`config.mk`:
```
export PLATFORM = sky130hd
export DESIGN_NAME = multicycle_sequencer
export DESIGN_NICKNAME = d
export VERILOG_FILES = /design/src/rtl/multicycle_sequencer.sv
export SDC_FILE = /design/constraint.sdc
export NUM_CORES = 1
export LEC_CHECK = 0
export ABC_AREA = 1
export CAP_MARGIN = 0
export CORE_AREA = 2 2 55 57
export CTS_BUF_LIST = sky130_fd_sc_hd__clkbuf_8 sky130_fd_sc_hd__clkbuf_16
export CTS_CLUSTER_SIZE = 25
export DETAILED_ROUTE_END_ITERATION = 10
export DIE_AREA = 0 0 57 59
export HOLD_SLACK_MARGIN = 0.08
export SYNTH_ARGS = -nofsm -noshare
export SYNTH_HDL_FRONTEND = slang
export SYNTH_SLANG_ARGS = --single-unit
```
`constraint.sdc`:
```
create_clock -name clk -period 1.53 [get_ports clk]
set_input_delay 0.306 -clock clk [delete_from_list [all_inputs] [get_ports clk]]
set_output_delay 0.306 -clock clk [all_outputs]
set_load 0.1 [all_outputs]
```
`src/rtl/multicycle_sequencer.sv`:
```
// rtl/multicycle_sequencer.sv - multi-cycle FETCH/DECODE/EXEC/MEM control sequencer
//
// Purpose: steps one instruction at a time through FETCH, DECODE, EXEC and
// (for LW/SW) MEM, time-sharing a single memory port between instruction
// fetch and data access and producing per-state datapath strobes.
//
// Ports:
//   clk, rst           clock, synchronous active-high reset
//   opcode[2:0]        IR[15:13], valid from DECODE onward
//   eq                 ALU equality result, used by BEQ in EXEC
//   mem_ack            memory completion for the current request
//   mem_req/we/sel     memory request, write enable, address source (1 = ALU)
//   ir_we, pc_we       IR load and PC update strobes
//   func_alu, mux_*    ALU function and datapath mux selects
//   we_rf              register file write enable
//   instr_done         one-cycle retire pulse
//   err                sticky memory-timeout flag (ERROR state)
module multicycle_sequencer #(
    parameter int TIMEOUT_CYCLES = 255
) (
    input  logic       clk,
    input  logic       rst,
    input  logic [2:0] opcode,
    input  logic       eq,
    input  logic       mem_ack,
    output logic       mem_req,
    output logic       mem_we,
    output logic       mem_sel,
    output logic       ir_we,
    output logic       pc_we,
    output logic [1:0] func_alu,
    output logic       mux_alu1,
    output logic       mux_alu2,
    output logic [1:0] mux_pc,
    output logic       mux_rf,
    output logic [1:0] mux_tgt,
    output logic       we_rf,
    output logic       instr_done,
    output logic       err
);

    typedef enum logic [2:0] {
        S_FETCH  = 3'd0,
        S_DECODE = 3'd1,
        S_EXEC   = 3'd2,
        S_MEM    = 3'd3,
        S_ERROR  = 3'd4
    } state_t;

    localparam logic [2:0] OP_ADD  = 3'b000;
    localparam logic [2:0] OP_ADDI = 3'b001;
    localparam logic [2:0] OP_NAND = 3'b010;
    localparam logic [2:0] OP_LUI  = 3'b011;
    localparam logic [2:0] OP_LW   = 3'b100;
    localparam logic [2:0] OP_SW   = 3'b101;
    localparam logic [2:0] OP_BEQ  = 3'b110;
    localparam logic [2:0] OP_JALR = 3'b111;

    localparam logic [1:0] ALU_ADD   = 2'b00;
    localparam logic [1:0] ALU_NAND  = 2'b01;
    localparam logic [1:0] ALU_PASS1 = 2'b10;
    localparam logic [1:0] ALU_EQ    = 2'b11;

    localparam logic [1:0] PC_NEXT   = 2'b01;
    localparam logic [1:0] PC_BRANCH = 2'b10;
    localparam logic [1:0] PC_JUMP   = 2'b11;

    localparam logic [1:0] TGT_ALU  = 2'b01;
    localparam logic [1:0] TGT_DMEM = 2'b10;
    localparam logic [1:0] TGT_PC   = 2'b11;

    // Counter only ever needs to reach TIMEOUT_CYCLES-1.
    localparam int CNT_W = (TIMEOUT_CYCLES > 1) ? $clog2(TIMEOUT_CYCLES) : 1;
    localparam int LIMIT_INT = (TIMEOUT_CYCLES > 0) ? (TIMEOUT_CYCLES - 1) : 0;
    localparam logic [CNT_W-1:0] CNT_LIMIT = CNT_W'(LIMIT_INT);
    localparam logic TIMEOUT_EN = (TIMEOUT_CYCLES > 0);

    state_t           state_q, state_d;
    logic [CNT_W-1:0] cnt_q, cnt_d;
    logic             limit_hit;

    // ALU controls decoded from opcode; shared by EXEC and MEM so that
    // the address computed in EXEC stays stable while MEM is waiting.
    logic [1:0] alu_func;
    logic       alu_sel1;
    logic       alu_sel2;
    logic       rf_sel;

    always_ff @(posedge clk) begin
        if (rst) begin
            state_q <= S_FETCH;
            cnt_q   <= '0;
        end else begin
            state_q <= state_d;
            cnt_q   <= cnt_d;
        end
    end

    assign limit_hit = TIMEOUT_EN && (cnt_q == CNT_LIMIT);

    always_comb begin
        alu_func = ALU_ADD;
        alu_sel1 = 1'b0;
        alu_sel2 = 1'b0;
        rf_sel   = 1'b0;
        case (opcode)
            OP_ADD:  alu_func = ALU_ADD;
            OP_ADDI: begin alu_func = ALU_ADD; alu_sel2 = 1'b1; end
            OP_NAND: alu_func = ALU_NAND;
            OP_LUI:  begin alu_func = ALU_PASS1; alu_sel1 = 1'b1; end
            OP_LW:   begin alu_func = ALU_ADD; alu_sel2 = 1'b1; end
            OP_SW:   begin alu_func = ALU_ADD; alu_sel2 = 1'b1; rf_sel = 1'b1; end
            OP_BEQ:  begin alu_func = ALU_EQ; rf_sel = 1'b1; end
            OP_JALR: alu_func = ALU_PASS1;
            default: alu_func = ALU_ADD;
        endcase
    end

    always_comb begin
        state_d    = state_q;
        mem_req    = 1'b0;
        mem_we     = 1'b0;
        mem_sel    = 1'b0;
        ir_we      = 1'b0;
        pc_we      = 1'b0;
        func_alu   = 2'b00;
        mux_alu1   = 1'b0;
        mux_alu2   = 1'b0;
        mux_pc     = 2'b00;
        mux_rf     = 1'b0;
        mux_tgt    = 2'b00;
        we_rf      = 1'b0;
        instr_done = 1'b0;
        err        = 1'b0;

        case (state_q)
            S_FETCH: begin
                mem_req = 1'b1;
                if (mem_ack) begin
                    ir_we   = 1'b1;
                    state_d = S_DECODE;
                end else if (limit_hit) begin
                    state_d = S_ERROR;
                end
            end
            S_DECODE: begin
                state_d = S_EXEC;
            end
            S_EXEC: begin
                func_alu = alu_func;
                mux_alu1 = alu_sel1;
                mux_alu2 = alu_sel2;
                mux_rf   = rf_sel;
                case (opcode)
                    OP_LW, OP_SW: begin
                        state_d = S_MEM;
                    end
                    OP_BEQ: begin
                        pc_we      = 1'b1;
                        mux_pc     = eq ? PC_BRANCH : PC_NEXT;
                        instr_done = 1'b1;
                        state_d    = S_FETCH;
                    end
                    OP_JALR: begin
                        we_rf      = 1'b1;
                        mux_tgt    = TGT_PC;
                        pc_we      = 1'b1;
                        mux_pc     = PC_JUMP;
                        instr_done = 1'b1;
                        state_d    = S_FETCH;
                    end
                    default: begin
                        we_rf      = 1'b1;
                        mux_tgt    = TGT_ALU;
                        pc_we      = 1'b1;
                        mux_pc     = PC_NEXT;
                        instr_done = 1'b1;
                        state_d    = S_FETCH;
                    end
                endcase
            end
            S_MEM: begin
                mem_req  = 1'b1;
                mem_sel  = 1'b1;
                mem_we   = (opcode == OP_SW);
                func_alu = alu_func;
                mux_alu1 = alu_sel1;
                mux_alu2 = alu_sel2;
                mux_rf   = rf_sel;
                if (mem_ack) begin
                    if (opcode == OP_LW) begin
                        we_rf   = 1'b1;
                        mux_tgt = TGT_DMEM;
                    end
                    pc_we      = 1'b1;
                    mux_pc     = PC_NEXT;
                    instr_done = 1'b1;
                    state_d    = S_FETCH;
                end else if (limit_hit) begin
                    state_d = S_ERROR;
                end
            end
            S_ERROR: begin
                err = 1'b1;
            end
            default: begin
                state_d = S_FETCH;
            end
        endcase

        // Reset blanks every output in the cycle it is asserted, so an
        // in-flight request is simply dropped.
        if (rst) begin
            mem_req    = 1'b0;
            mem_we     = 1'b0;
            mem_sel    = 1'b0;
            ir_we      = 1'b0;
            pc_we      = 1'b0;
            func_alu   = 2'b00;
            mux_alu1   = 1'b0;
            mux_alu2   = 1'b0;
            mux_pc     = 2'b00;
            mux_rf     = 1'b0;
            mux_tgt    = 2'b00;
            we_rf      = 1'b0;
            instr_done = 1'b0;
            err        = 1'b0;
        end
    end

    // Counter restarts whenever the state changes (entry into FETCH/MEM)
    // and counts cycles spent waiting for mem_ack.
    always_comb begin
        cnt_d = cnt_q;
        if (state_d != state_q) begin
            cnt_d = '0;
        end else if ((state_q == S_FETCH || state_q == S_MEM) && !mem_ack) begin
            cnt_d = cnt_q + 1'b1;
        end
    end

endmodule

```
==> out/metrics.csv, run 1 <==
stage,metric,value,unit
clocking,cts_root_buf,clkbuf_8,
clocking,cts_sinks,11,
min_path,hp-start,cnt_q[3],
pwr,leakage,0.000810,µW
detailed_routing,wl_per_cell,12.2,µm
timing,slew_violations,0,
setup_path,cp_max_fo,5,
synth,yosys.area_share.simple,0.461,
flow_run,max_cap_violations,0,
synth,syn_inst,144,
floorplan,die_h,59,µm
detailed_routing,vias,1105,
detailed_routing,drc,0,
global_route,antenna_found_initial,0,
global_route,grt_pass1_wl,4910,µm
min_path,holdCritPathClass,flip-flop to flip-flop,
global_route,grt.total_usage,0.188,
pwr,power_density,505,nW/µm²
floorplan,die_area,3360,µm²
synth,ys_seq_area_frac,0.234,
timing,final-setup-viol-count,23,
setup_path,reg2reg_to,cnt_q[3],
detailed_routing,finalWirelength,2840,µm
setup_path,crit_type,flip-flop to output pin,
clocking,clk_pin_slew,0.05,ns
detailed_routing,drt_iter0_markers,17,
clocking,cts_hold_buf,0,
pwr,p_comb_frac,0.417,
setup_path,crit_top_cell,nand2_4,
detailed_routing,dr.pass1.iters,4,
clocking,numCtsBuffers,3,
synth,ys_seq_elements,11,
setup_path,r2r-start,state_q[1],
min_path,hold_depth,2,
placed_design,gp_congestion,0.858,
setup_path,arrival,1.45,ns
clocking,htree_levels,1,
setup_path,ff2ff_path_depth,10,
synth,syn_nets,153,
timing,min_period,1.75,ns
finish,post-route-cell-area,2010,µm²
outcome,status,finished with violations,
synth,synth_top_family_by_area,simple AND/OR/NAND/NOR gates,
global_route,grt_pass1_vias,1102,
setup_path,cp-end-kind,output pin,
finish,final_cell_mix,"buf_4, nand2_1, buf_12",
synth,yosys-mux-area-fraction,0,
finish,area_growth_syn_to_layout,113,%
timing,skew,0.00462,ns
setup_path,r2r_slack,-0.02,ns
outcome,violations,setup timing,
global_route,grt_overflow,0,
floorplan,coreArea,2710,µm²
clocking,cts_buffer_depth,2,
synth,synthAdderAreaFrac,0.0266,
pwr,p_switching,379,µW
placed_design,numPortBuffers,23,
finish,drive_gt1_frac,0.599,
detailed_routing,ant_nets,0,
placed_design,placed_cells,218,
timing,timing.fmax,571,MHz
synth,avgSynthCellArea,6.53,µm²
pwr,ir_drop,0.605,mV
finish,stdcell_count,233,
floorplan,num_rows,19,
timing,tightestPinTransition,0.265,ns
clocking,cts_tree,done,
floorplan,start_util,0.347,
synth,synth_compound_area_frac,0.108,
setup_path,critPathSlowestCell,dfxtp_4,
clocking,insertion_delay,0.24,ns
timing,tns,-2.84,ns
detailed_routing,viasPerCell,4.74,
pwr,swShare,0.374,
placed_design,place_ws,-0.460,ns
pwr,p_int,634,µW
synth,ys_warn_count,0,
floorplan,dieWidth,57,µm
finish,nets,212,
setup_path,worstSetupStartpointType,flip-flop,
min_path,min_to,cnt_q[3],
placed_design,place_area,1720,µm²
setup_path,cp.required,1.22,ns
pwr,seq_power_share,0.296,
setup_path,path_cells,nand2_4 -> nor2_4 -> nand2_4 -> buf_6 -> o22ai_4 -> buf_12,
finish,antenna_cells,0,
finish,mostFrequentLayoutCell,buf_4,
timing,finalHoldViolations,0,
floorplan,io_pins,24,
synth,synthXorXnorAreaFrac,0.0372,
finish,nFillCells,208,
timing,timing.final.ws_setup,-0.223,ns
placed_design,hpwlAfterDp,2090,µm
synth,ys_types,32,
setup_path,max_stage_delay,0.40,ns
global_route,grt_max_degree,10,
timing,fin_crit_sh,1.15,
pwr,clkPwrFrac,0.287,
timing,relSlewSlack,0.822,
timing,rsz0062_at_grt,yes,
synth,synthesis.area,941,µm²
setup_path,startpoint,state_q[1],
Yosys cell counts, drive strengths merged:
library cell | count | area (µm²)
a211oi | 1 | 7.51
a21oi | 6 | 33.8
a31oi | 3 | 18.8
buf | 4 | 27.5
clkinv | 2 | 8.75
dfxtp | 11 | 220
ha | 2 | 25.0
inv | 23 | 88.8
nand2 | 29 | 131
nand3 | 12 | 85.1
nand4 | 2 | 12.5
nor2 | 31 | 159
nor3 | 7 | 40.0
nor4 | 1 | 6.26
o211ai | 2 | 20.0
o21ai | 3 | 15.0
o22ai | 1 | 6.26
xor2 | 4 | 35.0
worst max path at each step:
stage | endpoint | depth (start not counted)
2_1_floorplan | pc_we | 7
3_3_place_gp | we_rf | 7
3_5_place_dp | we_rf | 8
4_1_cts | mux_tgt[1] | 7
5_1_grt | mux_tgt[1] | 7
6_report | instr_done | 6
power groups by stage:
stage / registers, µW / clock network, µW / logic [µW]
2_1_floorplan: 306 / 0 / 235
6_report: 300 / 291 / 423
3_5_place_dp: 306 / 0 / 361
3_3_place_gp: 306 / 0 / 357
4_1_cts: 301 / 303 / 397
5_1_grt: 301 / 319 / 448
metrics by stage:
| step | util | power, µW | hold WS [ns] |
|---|---|---|---|
| floorplan | - | 540 | 0.377 |
| finish | 0.741 | 1010 | 0.545 |
| global placement | 0.636 | 663 | 0.546 |
| detailed placement | 0.636 | 667 | 0.546 |
| global route | 0.741 | 1070 | 0.590 |
| CTS | 0.708 | 1000 | 0.555 |
per-layer routing:
layer  GRT usage  part of all wire  vias to the layer above
li1            -                 -                      574
met1       0.233              0.44                      516
met2       0.333              0.53                       13
met3      0.0393             0.025                        2
met4      0.0498            0.0049                        0
met5           0                 0                        -
kinds of logic after synthesis:
family	count (synthesis)
compound gates	16
xor+xnor	4
fa+ha+maj	2
buf+inv	29
flops	11
simple gates	82
cell type report:
class | count | area [µm²] | share of cell area
clock inverters | 1 | 3.75 | 0.00187
inverters | 25 | 118 | 0.0586
well taps | 31 | 38.8 | 0.0193
repair buffers | 58 | 694 | 0.346
clock buffers | 3 | 41.3 | 0.0206
multi-input cells | 104 | 880 | 0.438
flip-flops and latches | 11 | 231 | 0.115
flip-flops by register name (all words and copies together) (netlist names):
name / cells
cnt_q: 8
state_q: 3
worst max-delay path, delay by kind of cell (launching register included):
family	cells	cell delay (ns)
AO/OA/AOI/OAI	1	0.21
buffers and inverters	2	0.33
flip-flops	1	0.40
AND/OR/NAND/NOR	3	0.27
timing repair:
item | CTS | global route
setup endpoints to repair | 25 | 25
pin swaps | 12 | 12
buffers inserted | 9 | 5
resized for setup | 31 | 17
Power figures use the tool's default switching activity.
==> inputs of run 2 (changes only) <==
- PLACE_DENSITY: default -> 0.58
==> run 2 against run 1 <==
  * The run still ends with setup timing left
  * Non-clock buffer count fell by 3
  * Largest cell class unchanged
  * Combinational power barely moved
  * Critical path depth rose by 2
  * Highest routed layer unchanged
==> out/metrics.csv, run 2 (synthesis gave the netlist of run 1 again) <==
stage,metric,value,unit
outcome,status,finished with violations,
outcome,violations,setup timing,
finish,largest_register,cnt_q,
clocking,cts_tree,done,
clocking,clk_pin_slew,0.06,ns
detailed_routing,wl_per_cell,12.8,µm
placed_design,hpwlAfterDp,2220,µm
floorplan,die_h,59,µm
pwr,clkPwrFrac,0.294,
clocking,htree_levels,1,
global_route,met2_usage,0.346,
setup_path,path_cells,dlygate4sd2_1 -> inv_2 -> nor2_4 -> inv_2 -> nor3_4 -> a31oi_2 -> nor2_4 -> buf_12,
finish,largest_register_ffs,8,
global_route,gr-max-usage-layer,met2,
global_route,use_met1,0.201,
floorplan,dieWidth,57,µm
flow_run,max_cap_violations,0,
global_route,grt_max_degree,10,
pwr,power_density,510,nW/µm²
clocking,cts_buffer_depth,2,
global_route,grt_pass1_vias,1087,
placed_design,place_ws,-0.410,ns
clocking,cts_sinks,11,
setup_path,max_stage_delay,0.24,ns
timing,fin_crit_sh,1.14,
timing,slew_violations,0,
placed_design,numPortBuffers,23,
finish,area_growth_syn_to_layout,113,%
global_route,grt_pass1_wl,4800,µm
detailed_routing,drc,0,
placed_design,gp_congestion,0.818,
timing,timing.final.ws_setup,-0.207,ns
detailed_routing,finalWirelength,2950,µm
setup_path,crit_type,input port to output pin,
timing,skew,0.00510,ns
min_path,holdCritPathClass,flip-flop to flip-flop,
pwr,leakage,0.000782,µW
finish,nets,209,
timing,tightestPinTransition,0.302,ns
timing,tns,-1.85,ns
setup_path,cp_max_fo,3,
floorplan,io_pins,24,
finish,final_cell_mix,"buf_4, nand2_1, buf_12",
floorplan,coreArea,2710,µm²
finish,mostFrequentLayoutCell,buf_4,
detailed_routing,drt_iter0_markers,32,
setup_path,arrival,1.43,ns
detailed_routing,vias,1117,
clocking,insertion_delay,0.24,ns
timing,final-setup-viol-count,16,
finish,nFillCells,200,
setup_path,worstSetupStartpointType,input port,
clocking,cts_root_buf,clkbuf_8,
global_route,antenna_found_initial,0,
pwr,seq_power_share,0.293,
timing,relSlewSlack,0.797,
timing,timing.fmax,576,MHz
detailed_routing,ant_nets,0,
finish,largestRegisters,"cnt_q: 8 flops, state_q: 3 flops",
min_path,hold_depth,3,
timing,whs,0.552,ns
global_route,grt_use_met3,0.0153,
timing,finalHoldViolations,0,
setup_path,ff2ff_path_depth,10,
setup_path,critPathSlowestCell,dlygate4sd2_1,
global_route,grt.total_usage,0.182,
detailed_routing,dr.pass1.iters,4,
detailed_routing,viasPerCell,4.86,
pwr,ir_drop,0.756,mV
clocking,cts_hold_buf,0,
timing,min_period,1.74,ns
finish,drive_gt1_frac,0.643,
pwr,swShare,0.379,
finish,antenna_cells,0,
global_route,grt_overflow,0,
floorplan,die_area,3360,µm²
pwr,p_switching,387,µW
timing,rsz0062_at_grt,yes,
clocking,numCtsBuffers,3,
pwr,p_int,633,µW
setup_path,cp-end-kind,output pin,
floorplan,num_rows,19,
setup_path,cp.required,1.22,ns
pwr,p_comb_frac,0.413,
floorplan,start_util,0.347,
[run 2: layer usage]
layer  vias up  part of all wire
met3         7             0.032
li1        565                 -
met2        27              0.54
met5         -                 0
met1       518              0.40
met4         0             0.027
[run 2: final cells by class]
class                           count  area [µm²]  area share
Clock inverter                      1        5.00     0.00250
Inverter                           25         113      0.0563
Sequential cell                    11         233       0.116
Tap cell                           31        38.8      0.0194
Timing Repair Buffer               55         652       0.326
Clock buffer                        3        41.3      0.0207
Multi-Input combinational cell    104         917       0.459
[run 2: power by group through the flow]
stage	Combinational (µW)	Sequential [µW]	Clock (µW)
final	421	299	300
after global routing	442	300	322
after CTS	399	300	305
after detailed placement	367	305	0
after global placement	362	305	0
after floorplan	235	306	0
[run 2: metrics by stage]
step	area (µm²)	total power, µW	std cells	utilization
floorplan	1160	540	144	-
global placement	1730	667	219	0.639
detailed placement	1730	671	219	0.639
CTS	1910	1000	227	0.704
global route	2000	1060	230	0.738
finish	2000	1020	230	0.738
[run 2: worst max-delay path, delay by kind of cell]
family / cells / cell delay [ns]
buf+inv: 4 / 0.57
simple gates: 3 / 0.48
compound gates: 1 / 0.07
[run 2: worst paths after layout]
path | start | to | slack, ns
worst max-delay path | opcode[2] | we_rf | -0.21
worst min-delay path | cnt_q[6] | cnt_q[6] | 0.55
worst max register to register | state_q[1] | cnt_q[2] | 0.06
worst min register to register | cnt_q[6] | cnt_q[6] | 0.55
[run 2: what timing repair did]
item | CTS | global route
buffers inserted | 5 | 3
pin swaps | 15 | 5
gates cloned | 0 | 0
resized for setup | 35 | 16
endpoints found under the setup margin | 18 | 25
